`src/rtl/mem_stage_ld.sv`:
```
// Memory-access pipeline stage: latches the execute bundle, extracts load data from the
// synchronous data SRAM (or a one-entry hold buffer while writeback stalls) and forwards results.
module mem_stage_ld #(
    parameter int EX_TO_MEM_W = 110,
    parameter int MEM_TO_WB_W = 70
) (
    input  logic                   clk,
    input  logic                   resetn,
    input  logic                   ex_to_mem_valid,
    input  logic [EX_TO_MEM_W-1:0] ex_to_mem_wire,
    output logic                   mem_allowin,
    input  logic                   wb_allowin,
    output logic                   mem_to_wb_valid,
    output logic [MEM_TO_WB_W-1:0] mem_to_wb_wire,
    output logic [38:0]            mem_rf_zip,
    input  logic [31:0]            data_sram_rdata
);

    logic                   mem_valid_r;
    logic                   first_cyc_r;
    logic                   rdata_held_r;
    logic [31:0]            hold_r;
    logic [EX_TO_MEM_W-1:0] bundle_r;

    logic                   capture_s;
    logic [2:0]             ld_op_s;
    logic                   rf_we_s;
    logic [4:0]             rf_waddr_s;
    logic [31:0]            pc_s;
    logic [31:0]            alu_result_s;
    logic                   res_from_mem_s;
    logic [31:0]            src_word_s;
    logic [7:0]             byte_s;
    logic [15:0]            half_s;
    logic [31:0]            extracted_s;
    logic [31:0]            final_result_s;

    assign mem_allowin     = ~mem_valid_r | wb_allowin;
    assign mem_to_wb_valid = mem_valid_r;
    assign capture_s       = ex_to_mem_valid & mem_allowin;

    assign ld_op_s        = bundle_r[109:107];
    assign rf_we_s        = bundle_r[106];
    assign rf_waddr_s     = bundle_r[105:101];
    assign pc_s           = bundle_r[100:69];
    assign alu_result_s   = bundle_r[68:37];
    assign res_from_mem_s = bundle_r[4];

    // Valid bit and first-cycle marker: SRAM data is only live right after a capture.
    always_ff @(posedge clk or negedge resetn) begin
        if (!resetn) begin
            mem_valid_r <= 1'b0;
            first_cyc_r <= 1'b0;
        end else begin
            if (mem_allowin) begin
                mem_valid_r <= ex_to_mem_valid;
            end else begin
                mem_valid_r <= mem_valid_r;
            end
            first_cyc_r <= capture_s;
        end
    end

    // Bundle register loads only on an accepted handshake.
    always_ff @(posedge clk or negedge resetn) begin
        if (!resetn) begin
            bundle_r <= {EX_TO_MEM_W{1'b0}};
        end else if (capture_s) begin
            bundle_r <= ex_to_mem_wire;
        end else begin
            bundle_r <= bundle_r;
        end
    end

    // Hold buffer: whenever the stage accepts (capture or drain) the held word is stale.
    always_ff @(posedge clk or negedge resetn) begin
        if (!resetn) begin
            hold_r       <= 32'h0000_0000;
            rdata_held_r <= 1'b0;
        end else if (mem_allowin) begin
            hold_r       <= hold_r;
            rdata_held_r <= 1'b0;
        end else if (first_cyc_r && mem_valid_r) begin
            hold_r       <= data_sram_rdata;
            rdata_held_r <= 1'b1;
        end else begin
            hold_r       <= hold_r;
            rdata_held_r <= rdata_held_r;
        end
    end

    assign src_word_s = rdata_held_r ? hold_r : data_sram_rdata;

    // Byte and half-word lane select; misaligned addresses just use the low bits.
    always_comb begin
        byte_s = 8'h00;
        case (alu_result_s[1:0])
            2'd0:    byte_s = src_word_s[7:0];
            2'd1:    byte_s = src_word_s[15:8];
            2'd2:    byte_s = src_word_s[23:16];
            2'd3:    byte_s = src_word_s[31:24];
            default: byte_s = src_word_s[7:0];
        endcase
        if (alu_result_s[1]) begin
            half_s = src_word_s[31:16];
        end else begin
            half_s = src_word_s[15:0];
        end
    end

    // Sign/zero extension by load type; unused encodings behave as a word load.
    always_comb begin
        extracted_s = src_word_s;
        case (ld_op_s)
            3'd1:    extracted_s = {{24{byte_s[7]}}, byte_s};
            3'd2:    extracted_s = {{16{half_s[15]}}, half_s};
            3'd3:    extracted_s = {24'h00_0000, byte_s};
            3'd4:    extracted_s = {16'h0000, half_s};
            default: extracted_s = src_word_s;
        endcase
    end

    assign final_result_s = res_from_mem_s ? extracted_s : alu_result_s;

    assign mem_to_wb_wire = {rf_we_s, rf_waddr_s, pc_s, final_result_s};
    assign mem_rf_zip     = {res_from_mem_s & mem_valid_r, rf_we_s & mem_valid_r,
                             rf_waddr_s, final_result_s};

endmodule

```
`config.mk`:
```
export PLATFORM = sky130hd
export DESIGN_NAME = mem_stage_ld
export DESIGN_NICKNAME = d
export VERILOG_FILES = /design/src/rtl/mem_stage_ld.sv
export SDC_FILE = /design/constraint.sdc
export NUM_CORES = 1
export LEC_CHECK = 0
export BUFFER_PORTS_ARGS = -buffer_cell sky130_fd_sc_hd__buf_2
export CAP_MARGIN = 15
export CORE_MARGIN = 5
export CORE_UTILIZATION = 44
export DETAILED_ROUTE_END_ITERATION = 8
export PLACE_DENSITY = 0.87
export SETUP_SLACK_MARGIN = 0.4
export SLEW_MARGIN = 0
export SYNTH_ARGS = -nofsm -noshare
export SYNTH_HDL_FRONTEND = slang
export SYNTH_SLANG_ARGS = --single-unit
export TNS_END_PERCENT = 1
```
`constraint.sdc`:
```
create_clock -name clk -period 1.68 [get_ports clk]
set_input_delay 0 -clock clk [delete_from_list [all_inputs] [get_ports clk]]
set_output_delay 0 -clock clk [all_outputs]
set_load 0.01 [all_outputs]
```
# ---- Word-level counts from Yosys, hierarchy flattened
# Cells that the tools add are included.
dict set report totals {
  in_bits 146
  register_bits 145
}
dict set report classes {
  eq_ne 7
  n_reduce_logical 4
  muxes 7
  bitwise_logic 6
}
# operator n
set op_table {}
lappend op_table {{one-hot mux 32 bit (4 select lines)} 1}
lappend op_table {{2-to-1 mux 32 bit} 2}
lappend op_table {{one-hot mux 8 bit (4 select lines)} 1}
lappend op_table {{2-to-1 mux 16 bit} 1}
lappend op_table {{equality test 3 x 2 -> 1 bit (second input constant)} 2}
lappend op_table {{equality test 2 bit (second input constant)} 2}
lappend op_table {{bitwise AND 1 bit} 3}
lappend op_table {{equality test 3 x 1 -> 1 bit (second input constant)} 1}
lappend op_table {{equality test 3 bit (second input constant)} 1}
lappend op_table {{equality test 2 x 1 -> 1 bit (second input constant)} 1}
lappend op_table {{logical NOT 2 bit} 1}
lappend op_table {{2-to-1 mux 1 bit} 2}
lappend op_table {{NOT 1 bit} 2}
lappend op_table {{AND reduction 2 bit} 1}
lappend op_table {{nonzero test 2 bit} 1}
lappend op_table {{logical AND 1 bit} 1}
lappend op_table {{bitwise OR 1 bit} 1}

# ---- Logic depth before layout (Yosys ltp)
# Gate-level depths: netlist of run 1.
dict set report depth {
  depth_word 4
  mapped_depth 8
}

# ---- Worst setup path after synthesis of run 1
# No wires, ideal clock.
dict set report synth_path {
  path_type {register to output}
  start {register bundle_r[108]}
  end {output mem_to_wb_wire[15]}
  path_buffers 4
  t_arrival_ns 1.898
  stages_incl_launch_ff 9
  path_slack_ns -0.218
  required_ns 1.680
  cell_sequence {dfrtp_1 > buf_6 > or3_4 > and2_1 > buf_2 > buf_6 > a2bb2oi_1 > a31oi_1 > buf_4}
}
dict set report synth_via {
  elab_chain_cells 3
  word_cells_on_any_way 6
  cone_classes {4 x eq/ne; 2 x mux}
}
# element line
set synth_lines {}
lappend synth_lines {{start, declared} 23} ;# logic [EX_TO_MEM_W-1:0] bundle_r;
lappend synth_lines {{start signal, assigned} 67} ;# bundle_r <= {EX_TO_MEM_W{1'b0}};
lappend synth_lines {{start signal, assigned} 69} ;# bundle_r <= ex_to_mem_wire;
lappend synth_lines {{start signal, assigned} 71} ;# bundle_r <= bundle_r;
lappend synth_lines {{equality test 3 bit (tied with other cells)} 114} ;# case (ld_op_s)
lappend synth_lines {{one-hot mux 32 bit (4 select lines) *} 114}
lappend synth_lines {{2-to-1 mux 32 bit *} 123} ;# assign final_result_s = res_from_mem_s ? extracted_s : alu_result_s;
lappend synth_lines {{end, declared} 14} ;# output logic [MEM_TO_WB_W-1:0] mem_to_wb_wire,
# Every way passes the cells marked *; elsewhere a longest branch is shown, timed or not.

# ---- Worst setup path after layout of run 1
dict set report layout_path {
  start {register rdata_held_r}
  end {output mem_to_wb_wire[18]}
}
dict set report layout_via {
  elab_chain_cells 4
  word_cells_on_any_way 5
  cone_classes {5 x mux}
}
# element line
set layout_lines {}
lappend layout_lines {{start, declared} 21} ;# logic rdata_held_r;
lappend layout_lines {{start signal, assigned} 88} ;# rdata_held_r <= rdata_held_r;
lappend layout_lines {{2-to-1 mux 32 bit *} 92} ;# assign src_word_s = rdata_held_r ? hold_r : data_sram_rdata;
lappend layout_lines {{one-hot mux 8 bit (4 select lines) or 2-to-1 mux 16 bit (tied branches)} {97, 104}}
lappend layout_lines {{one-hot mux 32 bit (4 select lines) *} 114}
lappend layout_lines {{2-to-1 mux 32 bit *} 123}
# Marks and branches as above.

==> impl_results.md, run 1 <==
* Outcome: finished with violations
* Failing checks: negative setup slack
* # Max-Cap Violations at 0
* Share of post-route cells with drive strength above 1 at 56.20%
* Via count at 5398
* Root buf cell: clkbuf_16
* Async set-reset flop share out of synthesis at 100.0%
* Sequential area share after synthesis at 44.17%
* CTS Buffer Depth at 2
* Worst path arrival time at 2.23 ns
* Psw at 0.003098 W
* Nets at 972
* Most frequent cells in the layout: 217 x buf_2, 108 x dlygate4sd3_1, 106 x dfrtp_1
* CP cell instances: buf_8 > mux2i_4 > o22ai_2 > o21a_2 > buf_12 > o32a_2 > buf_2
* IO Pins at 257
* Commonest non-fill, non-tap cell in the layout: buf_2
* Core area at 0.01383 mm^2
* Die width at 128.5 um
* Routed WL at 20850 um
* Largest stage delay, worst path at 0.40 ns
* Worst Tran Pin Value at 0.5877 ns
* Flop-to-flop setup slack at 0.25 ns
* Post-Syn Area at 0.006175 mm^2
* RSZ-0062 raised after global routing: true
* Count of pins over their slew limit at 0
* WL per Instance at 20.54 um
* Total Routing Usage GR at 24.29%
* Cts bufs inserted at 9
* Final setup viols at 64
* Cells taking the most area after synthesis: dfrtp_1 44%, mux2_2 19%, buf_4 9.5%
* Reg clk slew, reported paths at 0.08 ns
* Post-route antenna net violation count at 0
* Register bit total from synthesis at 109
* Min cycle time layout at 2.229 ns
* Hold WS at 0.1098 ns
* Layout area overhead at 52.16%
* Synth Warn # at 0
* Vias in the first global route at 5784
* Worst skew pair latency at 0.36 ns
* Hold WC Path Type: in2reg
* Max Fanout on Critical Path at 16
* Synth top area share at 44.17%
* Grt ovf at 0
* Sequential Power Share at 36.7%
* Global placement routability congestion at 0.8944
* Chip height at 128.5 um
* Synth Instances at 529
* Detailed Place HPWL at 13280 um
* H-tree levels at 3
* Clk network pwr share at 23.5%
* Switching Share at 33.38%
* Final hold violations at 0
* LEAKAGE at 4.509 nW
* Initial antenna violation count at 6
* Worst Path Required at 1.68 ns
* Pwr Total at 0.009281 W
* Fin crit share at 132.7%
* Fmax at 0.4485 GHz
* Worst slew margin at 60.82%
* Yosys top cell by area: dfrtp_1
* Met2 Resource Use GR at 40.91%
* Clock sink count at 109
* I/O Buffers at 220
* Area after DPL at 0.007338 mm^2
* Final instance area at 0.009395 mm^2
* Die ar. at 0.01650 mm^2
* Vias/cell at 5.318
* Internal at 0.006183 W
* Clock skew at 0.01051 ns
* EDFF count, synth at 0
* Synth Area per Inst at 11.67 um^2
* Pin count of the biggest net entering global routing at 44
* Crit-path slowest cell: dfrtp_2
* M3 GR Usage at 8.178%
* Setup CP Type: reg2out
* M1 GR Usage at 29.47%
* Crit start category: register
* Top_reg_cell synth: dfrtp_1
* Power Density at 987.8 mW/mm^2
* Pre-Repair DR Iteration Count at 5
* Initial Util at 44.66%
* Initial DRC Count at 244
* First-pass GRT wire length at 31330 um
* Worst VDD drop at 0.7474 mV
* Mapped Nets at 675
* Crit end category: output port
* Gr busiest metal: met2
* DRC violations left at 0
* Row count at 43
* Final worst slack at -0.5494 ns
* CTS tree: done
* Netlist cell types at 46
* Power share of the combinational group at 39.8%
==> layout make-up <==
cell class,instances,area [um^2]
Tap cell,180,225.2
Inverter,4,23.77
Sequential cell,109,2731
Multi-Input combinational cell,304,3222
Fill cell,950,4432
Timing Repair Buffer,398,2882
Clock inverter,5,48.80
Antenna cell,4,10.01
Clock buffer,11,252.7
==> logic make-up (layout without fill, tap and decap cells) <==
family	Yosys count	in the layout	synth area share (%)
muxes	142	142	26.38
buffers and inverters	116	418	13.35
DFF	109	109	44.17
AOI/OAI and AO/OA	93	93	10.64
and+or+nand+nor	68	68	5.309
xor gates and xnor gates	1	1	0.1419
other	0	4	0
==> metrics by stage <==
| stage | setup WS (ns) | util, % | setup TNS, ns | cells |
|---|---|---|---|---|
| 2_1_floorplan | -0.1729 | - | -2.783 | 529 |
| 3_3_place_gp | -0.1288 | 53.07 | -4.220 | 885 |
| 3_5_place_dp | -0.2001 | 53.07 | -8.354 | 885 |
| 4_1_cts | -0.5395 | 66.23 | -30.00 | 1011 |
| 5_1_grt | -0.6178 | 67.95 | -36.02 | 1015 |
| 6_report | -0.5494 | 67.95 | -31.02 | 1015 |
==> cell usage after synthesis, drive strengths merged, types with 2 or more instances <==
| cell | number |
|---|---|
| dfrtp | 109 |
| mux2 | 106 |
| buf | 100 |
| mux2i | 30 |
| o21ai | 29 |
| nand2 | 21 |
| nor2 | 19 |
| o32a | 19 |
| a31oi | 14 |
| clkbuf | 11 |
| o22ai | 11 |
| mux4 | 6 |
| a21oi | 5 |
| and2 | 4 |
| and3 | 4 |
| nand2b | 4 |
| nand3 | 4 |
| inv | 3 |
| nor2b | 3 |
| o221ai | 3 |
| a211o | 2 |
| a211oi | 2 |
| nor4 | 2 |
| o211ai | 2 |
| o41ai | 2 |
| or2 | 2 |
| or3 | 2 |
==> worst paths after layout <==
check | from | to | cells after the start
worst max-delay path | rdata_held_r | mem_to_wb_wire[18] | 7
worst min-delay path | wb_allowin | mem_to_wb_valid | 4
worst max register to register | mem_to_wb_valid | bundle_r[107] | 4
worst min register to register | bundle_r[76] | bundle_r[76] | 1
max in group asynchronous | resetn | rdata_held_r | 3
min in group asynchronous | resetn | bundle_r[83] | 2
==> critical path, delay by kind of cell (launching register included) <==
family | cells | cell delay, ns
buf+inv | 3 | 0.46
flops | 1 | 0.40
compound gates | 3 | 0.74
mux | 1 | 0.27
==> registers in the layout, indices dropped and copies added, names as in the netlist <==
register,flops
mem_to_wb_valid,1
rdata_held_r,1
hold_r,32
first_cyc_r,1
bundle_r,74
==> power groups by stage <==
stage               registers (W)  clock network (W)  logic [W]
CTS                       0.00336            0.00224    0.00345
detailed placement        0.00338                  0    0.00294
global placement          0.00335                  0    0.00289
finish                    0.00341            0.00218    0.00369
floorplan                 0.00329                  0    0.00214
global route              0.00346            0.00234    0.00393
==> layer usage <==
layer / wire length (um) / vias up
li1: - / 2450
met2: 10330 / 246
met3: 1697 / 46
met5: 34 / -
met4: 536 / 4
met1: 8252 / 2652
==> what timing repair did <==
action	4_1_cts	5_1_grt
hold buffers	108	0
gates cloned	0	0
gates resized for setup	111	46
buffers inserted	2	0
pin swaps	12	4
hold endpoints to repair	147	0
endpoints found under the setup margin	142	173
No activity file was read; power rests on OpenSTA's default activity.
==> run 2, diff against run 1 <==
- SETUP_SLACK_MARGIN: 0.4 -> default
- SLEW_MARGIN: 0 -> default
- TNS_END_PERCENT: 1 -> 100
==> run 2 against run 1 <==
  * The flow still finishes with violations (negative setup slack)
  * Die area is the same
  * Final cell count shrank 0.30%
  * Via count grew 1.1%
  * Clock power grew 2%
  * Critical path depth is the same
  * Sequential share of layout area grew 0.28 points
  * Power is essentially flat
  * Sequential cell count is the same
  * Hold slack lost 0.085 ns
  * Worst setup slack lost 0.059 ns
  * Largest cell class unchanged
==> impl_results.md, run 2 (synthesis results as in run 1) <==
* Post-route antenna net violation count at 0
* Failing checks: negative setup slack
* Reg clk slew, reported paths at 0.08 ns
* DP Worst Slack at -0.2669 ns
* Vias in the first global route at 5843
* Via count at 5457
* Share of post-route cells with drive strength above 1 at 56.51%
* Worst Tran Pin Value at 0.4235 ns
* DRC violations left at 0
* Detailed Place HPWL at 13450 um
* Pwr Total at 0.009290 W
* Row count at 43
* Critical R2R Capture: bundle_r[38]
* Setup crit start: rdata_held_r
* Die ar. at 0.01650 mm^2
* Root buf cell: clkbuf_16
* Biggest register: bundle_r
* Initial DRC Count at 296
* Power Density at 998.6 mW/mm^2
* Critical Path Sink: mem_to_wb_wire[19]
* Largest regs: bundle_r x74, hold_r x32
* Worst Path Required at 1.68 ns
* Worst VDD drop at 0.7231 mV
* Core area at 0.01383 mm^2
* Initial Util at 44.66%
* Count of pins over their slew limit at 0
* IO Pins at 257
* Most frequent cells in the layout: 203 x buf_2, 111 x dlygate4sd3_1, 107 x dfrtp_1
* Final hold violations at 0
* Commonest non-fill, non-tap cell in the layout: buf_2
* Outcome: finished with violations
* Fmax at 0.4371 GHz
* CTS tree: done
* Die width at 128.5 um
* Final worst slack at -0.6080 ns
* Pre-Repair DR Iteration Count at 5
* Min cycle time layout at 2.288 ns
* First-pass GRT wire length at 31950 um
* Total Routing Usage GR at 24.91%
* Crit start category: register
* I/O Buffers at 220
* Hold WC Path Type: in2async
* Number of fill cells at 931
* H-tree levels at 3
* Worst skew pair latency at 0.36 ns
* Chip height at 128.5 um
* WL per Instance at 20.61 um
* LEAKAGE at 4.096 nW
* Max reg flops at 74
* Routed WL at 20850 um
* Clock skew at 0.008509 ns
* Clock sink count at 109
* Worst path arrival time at 2.29 ns
* Grt ovf at 0
* Flop-to-flop setup slack at 0.20 ns
* Nets at 972
* RSZ-0062 raised after global routing: true
* Pin count of the biggest net entering global routing at 67
* Worst reg2reg path startpoint: mem_to_wb_valid
* Crit end category: output port
* Fin crit share at 136.2%
* Layout area overhead at 50.66%
* Setup tns final at -34.55 ns
* Final setup viols at 64
* Cts bufs inserted at 9
* Global placement routability congestion at 0.9075
* Worst slew margin at 71.40%
* Setup CP Type: reg2out
* Vias/cell at 5.392
* Initial antenna violation count at 2
* Max Fanout on Critical Path at 8
* R2R depth at 5
* # Max-Cap Violations at 0
* CTS Buffer Depth at 2
-- run 2: cell count changes in the layout (fill, tap and decap cells not counted), moves of 8 or more --
cell	before	now
buf_2	217	203
mux2_4	90	2
a31oi_4	1	9
mux2_2	16	104
buf_6	5	20
-- run 2: timing repair --
action	4_1_cts	5_1_grt
endpoints found under the hold margin	216	0
gates cloned	1	1
pin swaps	22	15
buffers inserted	5	1
hold buffers	111	0
setup endpoints to repair	64	64
resized for setup	54	40
-- run 2: final cells by class --
cell class / instances / area [um^2] / area share [%]
Antenna cell: 2 / 5.005 / 0.05380
Clock buffer: 9 / 225.2 / 2.421
Clock inverter: 6 / 82.58 / 0.8877
Inverter: 4 / 15.01 / 0.1614
Multi-Input combinational cell: 306 / 3099 / 33.32
Sequential cell: 109 / 2730 / 29.35
Tap cell: 180 / 225.2 / 2.421
Timing Repair Buffer: 396 / 2920 / 31.39
-- run 2: stage by stage --
| stage | util [%] | instances | hold WS [ns] | cell area, um^2 |
|---|---|---|---|---|
| 2_1_floorplan | - | 529 | -0.2956 | 6255 |
| 3_3_place_gp | 52.57 | 876 | -0.1473 | 7268 |
| 3_5_place_dp | 52.57 | 876 | -0.1455 | 7268 |
| 4_1_cts | 65.43 | 1008 | 0.02931 | 9047 |
| 5_1_grt | 67.28 | 1012 | 0.03638 | 9303 |
| 6_report | 67.28 | 1012 | 0.02517 | 9303 |
-- run 2: power by group --
part | switching (W) | internal [W]
registers | 0.000327 | 0.00307
clock network | 0.00105 | 0.00118
logic | 0.00177 | 0.00190
total | 0.00314 | 0.00615
-- run 2: critical path, stage by stage, from the launching register on --
cell and delay [ns]:
dfrtp_2 0.44, buf_6 0.16, buf_6 0.11, mux2i_4 0.26
a21oi_4 0.10, o21a_4 0.29, o32a_4 0.40, buf_2 0.16
-- run 2: routing by layer --
layer	GRT usage, %	vias up	share of wire [%]
met1	29.43	2716	38
li1	-	2451	-
met5	0	-	0
met4	9.863	0	3.0
met3	6.974	46	7.2
met2	42.91	244	51
-- run 2: worst min path at each step --
stage,slack [ns],endpoint,depth (start not counted),startpoint
2_1_floorplan,-0.30,bundle_r[100],0,resetn
3_3_place_gp,-0.15,hold_r[30],1,resetn
3_5_place_dp,-0.15,hold_r[30],1,resetn
4_1_cts,0.03,hold_r[28],2,resetn
5_1_grt,0.04,hold_r[10],2,resetn
6_report,0.03,hold_r[24],2,resetn
==> run 3, diff against run 2 <==
- HOLD_SLACK_MARGIN: default -> 0.06
==> run 3 against run 2 <==
  * The run still ends with negative setup slack left
  * Maximum frequency down 0.29%
  * Count of clock-buffer cells in the layout unchanged
  * Via count down 0.26%
  * Non-clock buffer count up 1
  * Routed wire length up 0.16%
  * First-iteration DRC count down 3.4%
  * Cell area up 0.11%
  * Largest cell class unchanged
  * Die area unchanged
  * Power about the same
  * Register-to-register slack about the same
  * Critical path type unchanged
  * Global-route usage up 0.079 points
  * Critical path depth unchanged
==> impl_results.md, run 3 (synthesis results as in run 1) <==
* Worst VDD drop at 0.7228 mV
* Critical R2R Capture: bundle_r[38]
* Worst Tran Pin Value at 0.4085 ns
* Post-route antenna net violation count at 0
* Biggest register: bundle_r
* Pin count of the biggest net entering global routing at 67
* Worst skew pair latency at 0.36 ns
* DRC violations left at 0
* Power Density at 998.1 mW/mm^2
* Worst Path Required at 1.68 ns
* Clock skew at 0.007766 ns
* Routed WL at 20890 um
* I/O Buffers at 220
* Global placement routability congestion at 0.9075
* WL per Instance at 20.62 um
* Worst path arrival time at 2.29 ns
* Chip height at 128.5 um
* CTS tree: done
* Die ar. at 0.01650 mm^2
* RSZ-0062 raised after global routing: true
* Vias/cell at 5.373
* # Max-Cap Violations at 0
* Critical Path Sink: mem_to_wb_wire[19]
* Share of post-route cells with drive strength above 1 at 56.44%
* Worst slew margin at 72.41%
* First-pass GRT wire length at 32020 um
* DP Worst Slack at -0.2669 ns
* Most frequent cells in the layout: 203 x buf_2, 112 x dlygate4sd3_1, 107 x dfrtp_1
* Worst reg2reg path startpoint: mem_to_wb_valid
* Pre-Repair DR Iteration Count at 5
* Count of pins over their slew limit at 0
* Final worst slack at -0.6145 ns
* Hold WC Path Type: in2reg
* Initial Util at 44.66%
* Clock sink count at 109
* Flop-to-flop setup slack at 0.20 ns
* Commonest non-fill, non-tap cell in the layout: buf_2
* Largest regs: bundle_r x74, hold_r x32
* Fmax at 0.4358 GHz
* Max Fanout on Critical Path at 8
* Final Util at 67.35%
* H-tree levels at 3
* LEAKAGE at 4.100 nW
* Max reg flops at 74
* Total Routing Usage GR at 24.99%
* IO Pins at 257
* Detailed Place HPWL at 13450 um
* Root buf cell: clkbuf_16
* Initial antenna violation count at 2
* Hold WS at 0.1203 ns
* Nets at 973
* Final instance area at 0.009313 mm^2
* Layout area overhead at 50.82%
* R2R depth at 5
* Final hold violations at 0
* Setup crit start: rdata_held_r
* Min cycle time layout at 2.295 ns
* Setup CP Type: reg2out
* CTS Buffer Depth at 2
* Outcome: finished with violations
* Reg clk slew, reported paths at 0.08 ns
* Vias in the first global route at 5844
* Crit start category: register
* Cts bufs inserted at 9
* Initial DRC Count at 286
* Grt ovf at 0
* Hold path depth at 4
* Crit end category: output port
* Area after DPL at 0.007268 mm^2
* Final setup viols at 64
* Setup tns final at -34.96 ns
* Core area at 0.01383 mm^2
* Failing checks: negative setup slack
* Via count at 5443
* Die width at 128.5 um
* Row count at 43
* Fin crit share at 136.6%
[run 3: cell type report]
cell class,count,area [um^2]
Inverter,4,15.01
Timing Repair Buffer,397,2930
Antenna cell,2,5.005
Multi-Input combinational cell,306,3099
Sequential cell,109,2730
Clock buffer,9,225.2
Fill cell,929,4514
Tap cell,180,225.2
Clock inverter,6,82.58
[run 3: worst min-delay path by stage]
stage,start,to,slack [ns]
final,wb_allowin,rdata_held_r,0.12
after global routing,wb_allowin,rdata_held_r,0.14
after detailed placement,resetn,hold_r[30],-0.15
after floorplan,resetn,bundle_r[100],-0.30
after global placement,resetn,hold_r[30],-0.15
after CTS,wb_allowin,rdata_held_r,0.12
[run 3: what timing repair did]
| action | 4_1_cts | 5_1_grt |
|---|---|---|
| hold buffers | 112 | 0 |
| buffers inserted | 5 | 1 |
| endpoints found under the setup margin | 64 | 64 |
| cloned | 1 | 1 |
| hold endpoints to repair | 216 | 0 |
| pin swaps | 22 | 15 |
| gates resized for setup | 54 | 40 |
[run 3: layer usage]
metal	part of all wire [%]	wire [um]	vias to the layer above	global-route usage, %
li1	-	-	2454	-
met1	38	8011	2708	29.51
met2	51	10710	237	43.00
met3	7.4	1539	44	7.098
met4	3.0	626	0	9.863
met5	0	0	-	0
[run 3: critical path, cell delays in order, from the launching register on]
cell     delay (ns)
dfrtp_2        0.44
buf_6          0.17
buf_6          0.11
mux2i_4        0.26
a21oi_4        0.10
o21a_4         0.29
o32a_4         0.41
buf_2          0.16
[run 3: report_power, final]
| part | switching (W) | leakage (nW) | total [W] | internal (W) |
|---|---|---|---|---|
| sequential | 0.000326 | 1.28 | 0.00339 | 0.00307 |
| clock | 0.00105 | 0.147 | 0.00223 | 0.00118 |
| combinational | 0.00177 | 2.67 | 0.00367 | 0.00190 |
| total | 0.00315 | 4.10 | 0.00930 | 0.00615 |
[run 3: metrics by stage]
stage	power, W	instances
after CTS	0.009002	1009
after floorplan	0.005487	529
after global placement	0.006189	876
after detailed placement	0.006280	876
after global routing	0.009738	1013
final	0.009295	1013
